$ cat src/rtl/igbt_fb_monitor_if.sv
// Gate-command / driver-feedback bundle between the PWM stage, the IGBT driver and the monitor.
interface igbt_fb_monitor_if;
   logic       cmd_ru;
   logic       cmd_rd;
   logic       cmd_lu;
   logic       cmd_ld;
   logic [3:0] fb_gate;
   logic [1:0] drv_flt_n;
   logic       fault_clr;
   logic       err_unit;
   logic [3:0] fault_code;
   logic       busy_rec;

   modport master (
      output cmd_ru, cmd_rd, cmd_lu, cmd_ld, fb_gate, drv_flt_n, fault_clr,
      input  err_unit, fault_code, busy_rec
   );

   modport slave (
      input  cmd_ru, cmd_rd, cmd_lu, cmd_ld, fb_gate, drv_flt_n, fault_clr,
      output err_unit, fault_code, busy_rec
   );
endinterface

$ cat src/rtl/igbt_fb_monitor.sv
// H-bridge gate-drive return-path monitor: shoot-through, feedback-timeout and desat
// detection with first-fault capture and a timed recovery before releasing err_unit.
module igbt_fb_monitor #(
   parameter int unsigned FB_TIMEOUT  = 80,
   parameter int unsigned DESAT_FILT  = 8,
   parameter int unsigned RECOVER_CYC = 400,
   parameter int unsigned CNT_W       = 9
) (
   input logic               clk,
   input logic               rst_n,
   igbt_fb_monitor_if.slave  bus
);

   localparam int unsigned NCH    = 4;
   localparam int unsigned NLEG   = 2;
   localparam int unsigned NSRC   = 8;
   localparam int unsigned CODE_W = 4;

   typedef enum logic [1:0] {
      ST_RUN     = 2'd0,
      ST_TRIP    = 2'd1,
      ST_RECOVER = 2'd2
   } state_t;

   logic [NCH-1:0]             fb_s1, fb_s2;
   logic [NLEG-1:0]            flt_s1, flt_s2;
   logic [NCH-1:0]             cmd_c;
   logic [NCH-1:0][CNT_W-1:0]  mm_cnt;
   logic [NLEG-1:0][CNT_W-1:0] ds_cnt;
   logic [NSRC-1:0]            src_c;
   logic [CODE_W-1:0]          win_code_c;

   state_t            state, state_nxt;
   logic [CNT_W-1:0]  rec_cnt, rec_cnt_nxt;
   logic [CODE_W-1:0] fault_code_q, code_nxt;
   logic              err_q, busy_q;

   // Channel order {LD,LU,RD,RU} matches fb_gate
   assign cmd_c = {bus.cmd_ld, bus.cmd_lu, bus.cmd_rd, bus.cmd_ru};

   // Two-stage synchronizers; fault lines idle high so they reset to 1
   always_ff @(posedge clk or negedge rst_n) begin
      if (!rst_n) begin
         fb_s1  <= '0;
         fb_s2  <= '0;
         flt_s1 <= '1;
         flt_s2 <= '1;
      end else begin
         fb_s1  <= bus.fb_gate;
         fb_s2  <= fb_s1;
         flt_s1 <= bus.drv_flt_n;
         flt_s2 <= flt_s1;
      end
   end

   // Saturating mismatch and desat filters, running in every state
   always_ff @(posedge clk or negedge rst_n) begin
      if (!rst_n) begin
         mm_cnt <= '0;
         ds_cnt <= '0;
      end else begin
         for (int i = 0; i < NCH; i++) begin
            if (fb_s2[i] != cmd_c[i]) begin
               if (mm_cnt[i] != CNT_W'(FB_TIMEOUT)) mm_cnt[i] <= mm_cnt[i] + CNT_W'(1);
            end else begin
               mm_cnt[i] <= '0;
            end
         end
         for (int j = 0; j < NLEG; j++) begin
            if (!flt_s2[j]) begin
               if (ds_cnt[j] != CNT_W'(DESAT_FILT)) ds_cnt[j] <= ds_cnt[j] + CNT_W'(1);
            end else begin
               ds_cnt[j] <= '0;
            end
         end
      end
   end

   // Source bit k corresponds to fault code k+1
   always_comb begin
      src_c    = '0;
      src_c[0] = bus.cmd_ru & bus.cmd_rd;
      src_c[1] = bus.cmd_lu & bus.cmd_ld;
      src_c[2] = (ds_cnt[0] == CNT_W'(DESAT_FILT));
      src_c[3] = (ds_cnt[1] == CNT_W'(DESAT_FILT));
      for (int i = 0; i < NCH; i++) begin
         src_c[4+i] = (mm_cnt[i] == CNT_W'(FB_TIMEOUT));
      end
   end

   // Lowest code wins: scan from the top so the lowest active index is written last
   always_comb begin
      win_code_c = '0;
      for (int k = NSRC - 1; k >= 0; k--) begin
         if (src_c[k]) win_code_c = CODE_W'(k + 1);
      end
   end

   always_comb begin
      state_nxt   = state;
      code_nxt    = fault_code_q;
      rec_cnt_nxt = rec_cnt;
      unique case (state)
         ST_RUN: begin
            if (|src_c) begin
               state_nxt = ST_TRIP;
               code_nxt  = win_code_c;
            end
         end
         ST_TRIP: begin
            if (bus.fault_clr && !(|src_c) && !(|cmd_c)) begin
               state_nxt   = ST_RECOVER;
               rec_cnt_nxt = '0;
            end
         end
         ST_RECOVER: begin
            if (|src_c) begin
               state_nxt = ST_TRIP;
               code_nxt  = win_code_c;
            end else if (rec_cnt == CNT_W'(RECOVER_CYC - 1)) begin
               state_nxt   = ST_RUN;
               code_nxt    = '0;
               rec_cnt_nxt = '0;
            end else begin
               rec_cnt_nxt = rec_cnt + CNT_W'(1);
            end
         end
         default: begin
            state_nxt = ST_RUN;
            code_nxt  = '0;
         end
      endcase
   end

   always_ff @(posedge clk or negedge rst_n) begin
      if (!rst_n) begin
         state        <= ST_RUN;
         rec_cnt      <= '0;
         fault_code_q <= '0;
         err_q        <= 1'b0;
         busy_q       <= 1'b0;
      end else begin
         state        <= state_nxt;
         rec_cnt      <= rec_cnt_nxt;
         fault_code_q <= code_nxt;
         err_q        <= (state_nxt != ST_RUN);
         busy_q       <= (state_nxt == ST_RECOVER);
      end
   end

   assign bus.err_unit   = err_q;
   assign bus.fault_code = fault_code_q;
   assign bus.busy_rec   = busy_q;

endmodule

$ cat src/flat_wrapper.sv
// flat-port wrapper written by rule: the top's interface ports become plain ports
module igbt_fb_monitor_flat 
#(
   parameter int unsigned FB_TIMEOUT  = 80,
   parameter int unsigned DESAT_FILT  = 8,
   parameter int unsigned RECOVER_CYC = 400,
   parameter int unsigned CNT_W       = 9
)
  (clk, rst_n, bus_cmd_ru, bus_cmd_rd, bus_cmd_lu, bus_cmd_ld, bus_fb_gate, bus_drv_flt_n, bus_fault_clr, bus_err_unit, bus_fault_code, bus_busy_rec);
  igbt_fb_monitor_if bus_i ();
  input logic clk;
  input logic rst_n;
  input wire logic [$bits(bus_i.cmd_ru)-1:0] bus_cmd_ru;
  input wire logic [$bits(bus_i.cmd_rd)-1:0] bus_cmd_rd;
  input wire logic [$bits(bus_i.cmd_lu)-1:0] bus_cmd_lu;
  input wire logic [$bits(bus_i.cmd_ld)-1:0] bus_cmd_ld;
  input wire logic [$bits(bus_i.fb_gate)-1:0] bus_fb_gate;
  input wire logic [$bits(bus_i.drv_flt_n)-1:0] bus_drv_flt_n;
  input wire logic [$bits(bus_i.fault_clr)-1:0] bus_fault_clr;
  output wire logic [$bits(bus_i.err_unit)-1:0] bus_err_unit;
  output wire logic [$bits(bus_i.fault_code)-1:0] bus_fault_code;
  output wire logic [$bits(bus_i.busy_rec)-1:0] bus_busy_rec;
  assign bus_i.cmd_ru = bus_cmd_ru;
  assign bus_i.cmd_rd = bus_cmd_rd;
  assign bus_i.cmd_lu = bus_cmd_lu;
  assign bus_i.cmd_ld = bus_cmd_ld;
  assign bus_i.fb_gate = bus_fb_gate;
  assign bus_i.drv_flt_n = bus_drv_flt_n;
  assign bus_i.fault_clr = bus_fault_clr;
  assign bus_err_unit = bus_i.err_unit;
  assign bus_fault_code = bus_i.fault_code;
  assign bus_busy_rec = bus_i.busy_rec;
  igbt_fb_monitor #(.FB_TIMEOUT(FB_TIMEOUT), .DESAT_FILT(DESAT_FILT), .RECOVER_CYC(RECOVER_CYC), .CNT_W(CNT_W)) u_core (.clk(clk), .rst_n(rst_n), .bus(bus_i));
endmodule
$ cat config.mk
export PLATFORM = sky130hd
export DESIGN_NAME = igbt_fb_monitor_flat
export DESIGN_NICKNAME = d
export VERILOG_FILES = /design/src/rtl/igbt_fb_monitor_if.sv /design/src/rtl/igbt_fb_monitor.sv /design/src/flat_wrapper.sv
export SDC_FILE = /design/constraint.sdc
export NUM_CORES = 1
export LEC_CHECK = 0
export CAP_MARGIN = 20
export CORE_ASPECT_RATIO = 0.75
export CORE_MARGIN = 8
export CORE_UTILIZATION = 63
export CTS_BUF_LIST = sky130_fd_sc_hd__clkbuf_2 sky130_fd_sc_hd__clkbuf_4 sky130_fd_sc_hd__clkbuf_8
export CTS_CLUSTER_SIZE = 20
export DETAILED_ROUTE_END_ITERATION = 7
export GPL_TIMING_DRIVEN = 0
export PLACE_DENSITY = 0.93
export SLEW_MARGIN = 25
export SYNTH_ARGS = -nofsm -noshare
export SYNTH_HDL_FRONTEND = slang
export SYNTH_SLANG_ARGS = --single-unit
$ cat constraint.sdc
create_clock -name clk -period 2.5 [get_ports clk]
set_input_delay 0.75 -clock clk [delete_from_list [all_inputs] [get_ports clk]]
set_output_delay 0.75 -clock clk [all_outputs]
set_load 0.05 [all_outputs]
* Yosys cells after proc, flatten, opt, wreduce, memory -nomap -nowiden *
Index checks and enable logic that the tools add are counted.

word-level totals
  bits of input ports = 13
  RAM bits = 0
  output and inout port bits = 6
  bits in registers = 83
  bits in latches = 0
  memories = 0
  ROM bits = 0
  logic and storage cells = 99

cells by class
  add/sub/neg operators = 7
  magnitude comparators = 0
  reductions and logical operators = 13
  multiply operators = 0
  shift-type cells = 0
  equal/unequal tests = 28
  divide/modulo/power cells = 0
  muxes and demuxes = 33
  bitwise logic cells = 3

operator list
  kind                   number
  $mux W9                15
  $add A9 B1 Y9 const B  7
  $mux W4                11
  $eq A9 B7 Y1 const B   4
  $ne A9 B7 Y1 const B   4
  $eq A9 B4 Y1 const B   2
  $ne A9 B4 Y1 const B   2
  $pmux W9 S2            1
  $pmux W4 S3            1
  $ne A2 B2 Y1 const B   5
  $eq A9 B9 Y1 const B   1
  $mux W2                4
  $reduce_bool A2 Y1     4
  $reduce_or A8 Y1       1
  $pmux W2 S3            1
  $reduce_and A3 Y1      2
  $eq A2 B2 Y1 const B   2
  $ne A1 B1 Y1           4
  $ne A2 B1 Y1 const B   2
  $reduce_or A4 Y1       1
  $ne A3 B1 Y1 const B   1
  $and A1 B1 Y1          2
  $eq A2 B1 Y1 const B   1
  $logic_and A1 B1 Y1    2
  3 further kinds        4

* Logic depth before layout (Yosys ltp) *
  depth after elaboration = 11
  mapped depth = 9
  mapped depth without buffers = 8

* Worst setup path before layout *
Ideal clock, no wire load.

  path kind = reg-to-reg
  start = register u_core.mm_cnt[0] (netlist bit)
  end = register u_core.rec_cnt[1]
  period minus slack after synthesis = 2.066 ns
  setup slack = 0.434 ns
  library setup time = 0.128 ns
  required time = 2.372 ns
  data arrival time = 1.939 ns
  path buffers = 1
  cell stages (with the launch flop) = 10
  cells stage by stage = dfrtp_1 -> inv_1 -> ha_1 -> nor4b_1 -> nand2_1 -> nand4b_4 -> buf_12 -> o21ai_0 -> nand3_2 -> mux2_1

on the way
  word-level cells in the longest chain between the ends = 7
  elaborated cells on any way between the ends = 8
  classes of those cells = 3 x eq/ne; 5 x reduce/logical

RTL lines
  what                               RTL line                                        text
  from (decl)                        igbt_fb_monitor.sv:28                           logic [NCH-1:0][CNT_W-1:0] mm_cnt;
  from (signal assigned)             igbt_fb_monitor.sv:59                           mm_cnt <= '0;
  from (signal, indexed assignment)  igbt_fb_monitor.sv:66                           mm_cnt[i] <= '0;
  $eq A9 B7 Y1 (*)                   igbt_fb_monitor.sv:87                           src_c[4+i] = (mm_cnt[i] == CNT_W'(FB_TIMEOUT));
  $reduce_or A8 Y1 (*)               igbt_fb_monitor.sv:111, igbt_fb_monitor.sv:117
  $logic_not A1 Y1                   igbt_fb_monitor.sv:111                          if (bus.fault_clr && !(|src_c) && !(|cmd_c)) begin
  $logic_and A1 B1 Y1 (2 in a row)   igbt_fb_monitor.sv:111
  $ne A2 B1 Y1 (no line)             -
  $reduce_and A3 Y1 (no line) (*)    -
  to (signal assigned)               igbt_fb_monitor.sv:144                          rec_cnt <= rec_cnt_nxt;
  to (decl)                          igbt_fb_monitor.sv:34                           logic [CNT_W-1:0] rec_cnt, rec_cnt_nxt;

Mark *: on every way between the ends. The rest lies on a longest branch, timed or not.
A chain may end at the register's enable or synchronous reset.

* Worst setup path after layout *
  start = input port bus_cmd_lu
  end = register u_core.rec_cnt[1]

on the way
  word-level cells in the longest chain between the ends = 7
  elaborated cells on any way between the ends = 10
  classes of those cells = 2 x eq/ne; 1 x bitwise; 7 x reduce/logical

RTL lines
  what                              RTL line                                        text
  from (decl)                       flat_wrapper.sv:15                              input wire logic [$bits(bus_i.cmd_lu)-1:0] bus_cmd_lu;
  $and A1 B1 Y1                     igbt_fb_monitor.sv:83                           src_c[1] = bus.cmd_lu & bus.cmd_ld;
  $reduce_or A8 Y1                  igbt_fb_monitor.sv:111, igbt_fb_monitor.sv:117
  $logic_not A1 Y1                  igbt_fb_monitor.sv:111
  $logic_and A1 B1 Y1 (2 in a row)  igbt_fb_monitor.sv:111
  $ne A2 B1 Y1 (no line)            -
  $reduce_and A3 Y1 (no line) (*)   -

Marked as above.

==> flow_metrics.tcl <==
set metrics [dict create \
    status "complete, but fails checks" \
    violations "setup timing" \
    overflow 0 \
    cp_data_arrival_time_ns 2.75 \
    reg2reg_from "u_core.mm_cnt[0]" \
    fmaxAchievable_mhz 398 \
    firstDrtPassIters 4 \
    rsz0062_at_grt "true" \
    cts_resized 3 \
    worstMarginPinSlew_ns 0.872 \
    n_antenna_cell 0 \
    drt_wl_total_mm 8.75 \
    synth_top_cells_by_area "dfrtp_1, xor2_1, ha_1" \
    area_delta_synth_final_pct 13.4 \
    r2r_setup_slack_ns 0.12 \
    place_congestion 0.860 \
    fin_crit_sh 1.00 \
    timing.final.ws_setup_ns -0.0101 \
    finalCriticalPeriod_ns 2.51 \
    row_count 25 \
    grt_antenna_before_repair 0 \
    postSynthCellCount 400 \
    slew_violations 0 \
    hold_viol 0 \
    irDropWorstVdd_mv 0.486 \
    postCtsSetupBuffers 0 \
    drive_gt1_frac 0.113 \
    die_area_um2 9530 \
    worstSetupStartpoint "bus_cmd_lu" \
    crit_fanout 6 \
    drt_iter0_drc 169 \
    insertion_delay_ns 0.36 \
    core-area_um2 6350 \
    synthDominantCellAreaShare 0.473 \
    power_leakage_nw 2.10 \
    power_per_cell_area_nw_per_um2 663 \
    dp_hpwl_mm 6.09 \
    hold_buffers 0 \
    cts-root-buf "clkbuf_8" \
    syn_area_per_cell_um2 10.5 \
    async_flop_share 1.00 \
    cts_tree "yes" \
    p_sw_frac 0.300 \
    ys_ff_latch 83 \
    synth_seq_area_share 0.498 \
    grt_pass1_vias 3126 \
    fill_cells 393 \
    synth.distinct_cells 60 \
    grt_pass1_wl_mm 15.0 \
    die_height_um 86.6 \
    synth-main-ff-cell "dfrtp_1" \
    holdCritPathClass "in2async" \
    regArea_um2 2080 \
    avgViaCountPerCell 6.03 \
    clkSinkCount 83 \
    start_util 0.659 \
    h-tree-depth 3 \
    seq_power_share 0.479 \
    final_core_util 0.747 \
    io_pins 19 \
    synth_area_um2 4180 \
    vias 3110 \
    required_ns 2.74 \
    synth_fp_nets 430 \
    pwr-share-comb 0.200 \
    drc 0 \
    clkPwrFrac 0.321 \
    clk_pin_slew_ns 0.09 \
    maxCapViolations 0 \
    ant_nets 0 \
    setup_viol 1 \
    crit_path_end_kind "flop" \
    crit_type "in2reg" \
    startpoint_type "input port" \
    grt.total_usage 0.200 \
    grt_max_degree 50 \
    synth_edf_count 0 \
    clockBufferDepth 2 \
    multi_input_area_um2 2030 \
    yosys_warnings 0 \
    fp.dieW_um 110 \
    port_buffers 18 \
    maxSlewHeadroom 0.414 \
    fin_nets 460 \
    skew_ns 0.0125 \
    synth_largest_area_cell "dfrtp_1" \
    net-switching-power_mw 0.941 \
    cts_buffers 9 \
    dp_slack_ns -0.380 \
    wl_per_cell_um 17.0 \
    p_int_mw 2.20 \
]
registers in the layout, indices dropped and copies added, names as in the netlist:
register and count:
u_core.bus.busy_rec 1, u_core.bus.err_unit 1, u_core.bus.fault_code 4, u_core.ds_cnt 18, u_core.fb_s1 4, u_core.fb_s2 4, u_core.flt_s1 2, u_core.flt_s2 2
u_core.mm_cnt 36, u_core.rec_cnt 9, u_core.state 2
metal layers:
| layer | up-vias | GRT usage | routed length [um] | part of all wire |
|---|---|---|---|---|
| met5 | - | 0 | 0 | 0 |
| met3 | 23 | 0.0467 | 461 | 0.053 |
| met2 | 113 | 0.321 | 4480 | 0.51 |
| met4 | 0 | 0.0868 | 237 | 0.027 |
| li1 | 1458 | - | - | - |
| met1 | 1516 | 0.250 | 3570 | 0.41 |
synthesized netlist by cell type (5+ instances only):
cell type  count
inv_1         18
nor2_1        45
a21oi_1       16
dfrtp_1       79
nand4_1        9
xor2_1        28
xnor2_1       15
o21ai_0       12
nand3_1       29
and3_1        10
nand3b_1       5
ha_1          17
nor3_1         7
nand2b_1       6
nand2_1       25
o31ai_1        6
worst max-delay path, stage by stage:
cell and delay, ns:
clkdlybuf4s50_1 0.50, nor4_1 0.43, nand4_1 0.24, o21ai_4 0.27
nand3_2 0.19, mux2_1 0.36
layout make-up:
cell class                      instances  area share
Sequential cell                        83       0.439
Multi-Input combinational cell        293       0.429
Timing Repair Buffer                   19      0.0433
Clock buffer                           12      0.0348
Tap cell                               81      0.0214
Inverter                               18      0.0143
Clock inverter                          4      0.0100
Buffer                                  6     0.00845
cells in the final DEF (no fill, tap or decap), types with 5 or more instances in the layout:
master	netlist	final
a21oi_1	16	16
and3_1	10	10
clkbuf_8	0	12
clkdlybuf4s50_1	0	17
dfrtp_1	79	79
ha_1	17	17
inv_1	18	18
nand2_1	25	24
nand2b_1	6	6
nand3_1	29	29
nand3b_1	5	5
nand4_1	9	9
nor2_1	45	45
nor3_1	7	7
o21ai_0	12	12
o31ai_1	6	5
xnor2_1	15	15
xor2_1	28	28
through the flow:
| stage | power [mW] | hold slack, ns | instances | setup TNS [ns] | area (um^2) |
|---|---|---|---|---|---|
| CTS | 3.15 | 0.337 | 516 | 0 | 4720 |
| detailed placement | 2.12 | 0.335 | 500 | -3.09 | 4490 |
| global placement | 2.08 | 0.332 | 499 | -172.05 | 4460 |
| finish | 3.14 | 0.341 | 516 | -0.0101 | 4740 |
| global route | 3.28 | 0.355 | 516 | -0.0539 | 4740 |
| floorplan | 1.92 | 0.331 | 400 | 0 | 4180 |
final timing paths:
path | endpoint | cells after the start
setup / recovery | u_core.rec_cnt[1] | 6
hold / removal | u_core.mm_cnt[26] | 1
setup reg to reg | u_core.rec_cnt[1] | 9
hold reg to reg | u_core.fb_s2[1] | 0
max in group asynchronous | u_core.flt_s2[0] | 2
min in group clk | u_core.fb_s2[1] | 0
power by group through the flow:
| stage | combinational (mW) | sequential (mW) | clock, mW |
|---|---|---|---|
| after floorplan | 0.339 | 1.58 | 0 |
| after global placement | 0.562 | 1.52 | 0 |
| after detailed placement | 0.595 | 1.53 | 0 |
| after CTS | 0.614 | 1.50 | 1.03 |
| after global routing | 0.692 | 1.51 | 1.07 |
| final | 0.628 | 1.51 | 1.01 |
cells by family (layout without fill, tap and decap cells):
kind of cell             Yosys count  after routing  synth area share
AND/OR/NAND/NOR                  176            176             0.245
flip-flops                        83             83             0.498
AO/OA/AOI/OAI                     55             55            0.0856
XOR/XNOR                          43             43            0.0901
buffers and inverters             24             59            0.0257
adder cells (fa/ha/maj)           17             17            0.0509
multiplexers                       2              2           0.00509
(Power assumes the default switching activity.)
==> edit 1, RTL diff (same settings) <==
`FB_TIMEOUT` is set to 80 in 2 places; all go to 40.
--- a/src/rtl/igbt_fb_monitor.sv
+++ b/src/rtl/igbt_fb_monitor.sv
@@ -1,7 +1,7 @@
 // H-bridge gate-drive return-path monitor: shoot-through, feedback-timeout and desat
 // detection with first-fault capture and a timed recovery before releasing err_unit.
 module igbt_fb_monitor #(
-   parameter int unsigned FB_TIMEOUT  = 80,
+   parameter int unsigned FB_TIMEOUT  = 40,
    parameter int unsigned DESAT_FILT  = 8,
    parameter int unsigned RECOVER_CYC = 400,
    parameter int unsigned CNT_W       = 9
--- a/src/flat_wrapper.sv
+++ b/src/flat_wrapper.sv
@@ -1,7 +1,7 @@
 // flat-port wrapper written by rule: the top's interface ports become plain ports
 module igbt_fb_monitor_flat 
 #(
-   parameter int unsigned FB_TIMEOUT  = 80,
+   parameter int unsigned FB_TIMEOUT  = 40,
    parameter int unsigned DESAT_FILT  = 8,
    parameter int unsigned RECOVER_CYC = 400,
    parameter int unsigned CNT_W       = 9
Formal check against the unedited RTL: same outputs for any inputs over 10 cycles, from zero or initial values and one cycle with rst_n low; that may be too few to reach the edited logic, so the function may still have changed.
==> edit 1 against the original RTL <==
  * Worst setup slack improved by 0.11 ns
  * Sequential cell count did not move
  * Total power rose by 0.72%
  * Count of clock-buffer cells in the layout rose by 1
  * Worst hold slack improved by 0.011 ns
  * Wire length fell by 7.8%
  * Die area fell by 1.2%
  * Cell area fell by 0.98%
  * Synthesized area fell by 1.5%
  * Largest power group unchanged
  * Highest routed layer unchanged
==> edit 1: results (changes against the original RTL) <==
Synth
  – Syn_nets: 428 (-0.47%)
  – Register area share after synthesis: 50.5% (+0.74 points)
  – Largest cells by area after synthesis: dfrtp_1 (48%), xor2_1 (6.0%), ha_1 (5.2%), nor2_1 (4.6%), xnor2_1 (3.8%)
  – Netlist cell types: 53 (-12%)
  – Post-synth top cells: dfrtp_1 (79), nor2_1 (50), nand3_1 (31)
  – Cell count after synthesis: 398 (-0.50%)
  – Top-count cell post-synth: dfrtp_1
  – Syn. warnings: 0 (unchanged)
  – Asr flop ratio synth: 100% (unchanged)

Final layout
  – Layout fillers: 405 (+3.1%)
  – Top reg by flops: u_core.mm_cnt
  – Post-Layout Cell Count: 519 (+0.58%)
  – # diodes: 0 (unchanged)
  – Top flop regs: u_core.mm_cnt x36, u_core.ds_cnt x18, u_core.rec_cnt x9
  – Layout cells sized above 1: 11.9% (+0.61 points)
  – Multi-input gate area: 1990 um2 (-2.2%)
  – Final-stage net count: 463 (+0.65%)

Global routing
  – Initial antenna violation count: 0 (unchanged)
  – Vias in the first global route: 2968 (-5.1%)
  – GR Util met2: 29.1% (-3.0 points)
  – Overall Global Routing Usage: 18.3% (-1.7 points)
  – Routing usage on met1: 23.2% (-1.8 points)
  – Pin count of the biggest net entering global routing: 45 (-10%)
  – Wire length of the first global-routing pass: 13.6 mm (-8.8%)
  – Met3 Use GR: 5.32% (+0.65 points)

Drt
  – 1st-iter DRT viols: 101 (-40%)
  – Post-Route WL: 8.06 mm (-7.8%)
  – DRT Pass-1 Iters: 4 (unchanged)
  – DRC viols: 0 (unchanged)
  – DR vias/cell: 5.83 (-3.3%)

Worst setup path
  – Register-to-Register Path Depth: 10 (+1)
  – Critical Path AT: 2.66 ns (-0.09 ns)
  – Crit path max fanout: 7 (+1)
  – FF-to-FF setup slack: 0.10 ns (-0.02 ns)

CTS
  – Root Buffer: clkbuf_8
  – H-tree Lvls: 3 (unchanged)
  – CTS max path bufs: 2 (unchanged)
  – CTS clk-pin slew, worst paths: 0.09 ns (about the same)
  – Skew-Pair Late Insertion Delay: 0.36 ns (about the same)
  – Total CTS buffers: 9 (unchanged)

Placed design
  – Hpwl dp: 5.58 mm (-8.4%)
  – RePlAce Congestion: 0.862 (+0.26%)
  – Cell Area, Placed: 4420 um2 (-1.5%)
  – Placed Cells incl. Taps: 498 (-0.40%)
  – Port Buffer Count: 18 (unchanged)

Power
  – VDD IR max: 0.000368 V (-24%)
  – Lkg Pwr: 2.13 nW (+1.5%)

Outcome
  – Status: finished, final reports clean

Hold path
  – Hold Crit Class: reg2reg
  – Hold depth: 0

STA
  – Setup Skew: 0.0163 ns (+0.00379 ns)
  – Slew @ Worst Pin: 0.760 ns (-0.112 ns)
## edit 1: changes by cell type in the layout (fill, tap and decap cells not counted), sizes merged, moves of 3 or more
cell / unedited run / this run
nor2: 47 / 50
nand2: 26 / 29
xnor2: 15 / 18
a32o: 0 / 3
o22a: 3 / 0
nor3: 7 / 10
buf: 5 / 11
o21ai: 13 / 3
clkdlybuf4s50: 17 / 13
## edit 1: path summary, 6_finish.rpt
| kind | from | endpoint |
|---|---|---|
| max | u_core.mm_cnt[9] | u_core.rec_cnt[3] |
| min | u_core.fb_s1[1] | u_core.fb_s2[1] |
| max reg2reg | u_core.mm_cnt[9] | u_core.rec_cnt[3] |
| min reg2reg | u_core.fb_s1[1] | u_core.fb_s2[1] |
| max in group asynchronous | rst_n | u_core.flt_s1[1] |
| min in group asynchronous | rst_n | u_core.ds_cnt[4] |
## edit 1: kinds of logic (layout without fill, tap and decap cells)
family	Yosys count	count (layout)	synth area share [%]
flip-flops	83	83	50.5
multiplexers	2	2	0.486
buffers and inverters	22	62	2.22
AND/OR/NAND/NOR	178	178	22.9
XOR/XNOR	46	46	9.78
adder cells (fa/ha/maj)	17	17	5.16
AO/OA/AOI/OAI	50	50	8.96
## edit 1: power breakdown
group	switching [mW]	leakage (nW)	total, mW	internal, mW
registers	0.0816	1.11	1.51	1.43
clock network	0.449	0.105	0.953	0.504
logic	0.427	0.922	0.703	0.276
total	0.957	2.13	3.16	2.21
## edit 1: cell type report
cell class | count | share of cell area [%]
plain buffers | 4 | 0.506
repair buffers | 24 | 5.06
flip-flops and latches | 83 | 44.3
clock inverters | 3 | 0.853
well taps | 81 | 2.16
inverters | 18 | 1.44
multi-input cells | 293 | 42.4
clock buffers | 13 | 3.28
## edit 1: metal layers
layer  part of all wire, %  vias to the layer above
li1                      -                     1460
met1                    45                     1487
met2                    49                       70
met3                   4.9                        8
met4                   1.2                        0
met5                     0                        -
## edit 1: per-stage QoR
step	worst slack [ns]	setup TNS, ns	hold WS (ns)
2_1_floorplan	0.145	0	0.331
3_3_place_gp	-2.15	-179.84	0.334
3_5_place_dp	-0.621	-5.98	0.336
4_1_cts	0.0222	0	0.353
5_1_grt	-0.0437	-0.120	0.356
6_report	0.104	0	0.352
## edit 1: repair_timing
item / 4_1_cts / 5_1_grt
gates cloned: 0 / 0
endpoints found under the setup margin: 11 / 12
buffers inserted: 3 / 2
resized for setup: 5 / 8
endpoints found under the hold margin: 0 / 0
pin swaps: 2 / 2
## edit 1: worst max-delay path: stages (launching register included)
cell,delay [ns]
dfrtp_1,0.42
inv_1,0.08
ha_1,0.20
and4bb_2,0.24
nand2_1,0.24
nand4_1,0.14
buf_4,0.18
o31ai_4,0.30
nand3_2,0.12
buf_4,0.17
a21o_2,0.21
==> edit 2, RTL diff (config.mk and constraints unchanged) <==
Without the edit above. Re-encode `state_t` (3 states) as one-hot, 3 bits wide.
--- a/src/rtl/igbt_fb_monitor.sv
+++ b/src/rtl/igbt_fb_monitor.sv
@@ -16,10 +16,10 @@
    localparam int unsigned NSRC   = 8;
    localparam int unsigned CODE_W = 4;
 
-   typedef enum logic [1:0] {
-      ST_RUN     = 2'd0,
-      ST_TRIP    = 2'd1,
-      ST_RECOVER = 2'd2
+   typedef enum logic [2:0] {
+      ST_RUN     = 3'b001,
+      ST_TRIP    = 3'b010,
+      ST_RECOVER = 3'b100
    } state_t;
 
    logic [NCH-1:0]             fb_s1, fb_s2;
Function: same outputs for any inputs over 10 cycles, from zero or initial values and one cycle with rst_n low; not proved beyond that.
==> edit 2 against the original RTL <==
  * Synthesized area about the same
  * Total power increased by 2.9%
  * Non-clock buffer count increased by 4
  * Sequential cell count increased by 1
  * Wire length decreased by 0.82%
  * Clock skew increased by 0.00076 ns
  * Fmax increased by 6.5%
  * Die area about the same
  * Global-route usage decreased by 0.59 points
  * Combinational power decreased by 21%
  * Worst setup slack improved by 0.15 ns
  * Cell area increased by 0.26%
  * Synthesized cell count increased by 3.0%
  * Critical endpoint unchanged
==> edit 2: results (changes against the original RTL) <==
STA
  – Slew margin rel.: 46.4% (+5.0 points)
  – Setup Skew: 0.0133 ns (+0.000757 ns)
  – Period utilization: 94.3% (-6.1 points)
  – Fin Hold WS: 0.333 ns (-0.00728 ns)

Synth
  – Largest cells by area after synthesis: dfrtp_1 (47%), xor2_1 (5.9%), nor2_1 (4.0%), ha_1 (3.9%), nand3_1 (3.2%)
  – Xor/xnor share of the synthesized area: 9.00% (about the same)
  – Post-synth top cells: dfrtp_1 (79), nor2_1 (45), nand2_1 (29)
  – Syn_nets: 438 (+1.9%)
  – Mux cell area share after synthesis: 0.479% (-0.030 points)
  – Register area share after synthesis: 50.4% (+0.61 points)
  – Post-Synth Adder-Cell Area: 3.89% (-1.2 points)

Worst setup path
  – CP Launch Type: register
  – CP max stage delay: 0.67 ns (+0.17 ns)
  – Slowest-stage cell, CP: nor4b_1
  – Critical Path AT: 2.60 ns (-0.15 ns)
  – Register-to-Register Path Depth: 6 (-3)
  – Worst setup path startpoint: u_core.ds_cnt[2]
  – Crit path max fanout: 7 (+1)

Placed design
  – Hpwl dp: 5.82 mm (-4.5%)
  – Cell Area, Placed: 4490 um2 (about the same)
  – Worst slack, placed: 0.00122 ns (+0.381 ns)
  – Placed Cells incl. Taps: 512 (+2.4%)

Global routing
  – Wire length of the first global-routing pass: 14.5 mm (-3.3%)
  – Pin count of the biggest net entering global routing: 52 (+4.0%)
  – Routing usage on met1: 24.8% (-0.20 points)
  – GR Util met2: 30.3% (-1.8 points)
  – Overall Global Routing Usage: 19.4% (-0.59 points)

Outcome
  – Status: finished, final reports clean

Drt
  – Routed wl met2: 4.28 mm (-4.6%)
  – 1st-iter DRT viols: 182 (+7.7%)
  – Post-Route WL: 8.68 mm (-0.82%)
  – Via count: 3161 (+1.6%)
  – M1 WL: 3.76 mm (+5.4%)
  – Met3 Wirelength: 534 um (+16%)

Final layout
  – Final-stage net count: 468 (+1.7%)
  – Layout cells sized above 1: 9.40% (-1.9 points)
  – Post-Layout Cell Count: 528 (+2.3%)

Power
  – Internal: 2.35 mW (+6.9%)
  – Lkg Pwr: 2.09 nW (-0.40%)
  – Clock Power: 1.17 mW (+16%)
  – VDD IR max: 0.000426 V (-12%)
  – Reg power frac: 48.3% (+0.4 points)
  – Power density over the cells: 680 nW/um2 (+2.6%)
[edit 2: cell types whose count changed after synthesis, sizes merged, moves of 4 or more]
cell | before | now
nand4 | 9 | 13
ha | 17 | 13
nand3 | 32 | 27
o21ai | 13 | 6
a21oi | 16 | 20
nand2b | 6 | 13
o21a | 0 | 5
o31ai | 6 | 0
nor2b | 0 | 5
a41oi | 1 | 5
[edit 2: cell families (layout without fill, tap and decap cells)]
logic type | count (synthesis) | after routing
AOI/OAI and AO/OA | 56 | 56
xor gates and xnor gates | 43 | 43
adders and majority gates | 13 | 13
buffers and inverters | 26 | 61
DFF | 84 | 84
muxes | 2 | 2
and+or+nand+nor | 188 | 188
[edit 2: cell type report]
type	count	area, um2
multi-input cells	302	1970
repair buffers	19	205
plain buffers	10	56.3
inverters	16	60.1
flip-flops and latches	84	2110
clock inverters	5	100
fillers	414	1600
clock buffers	11	145
well taps	81	101
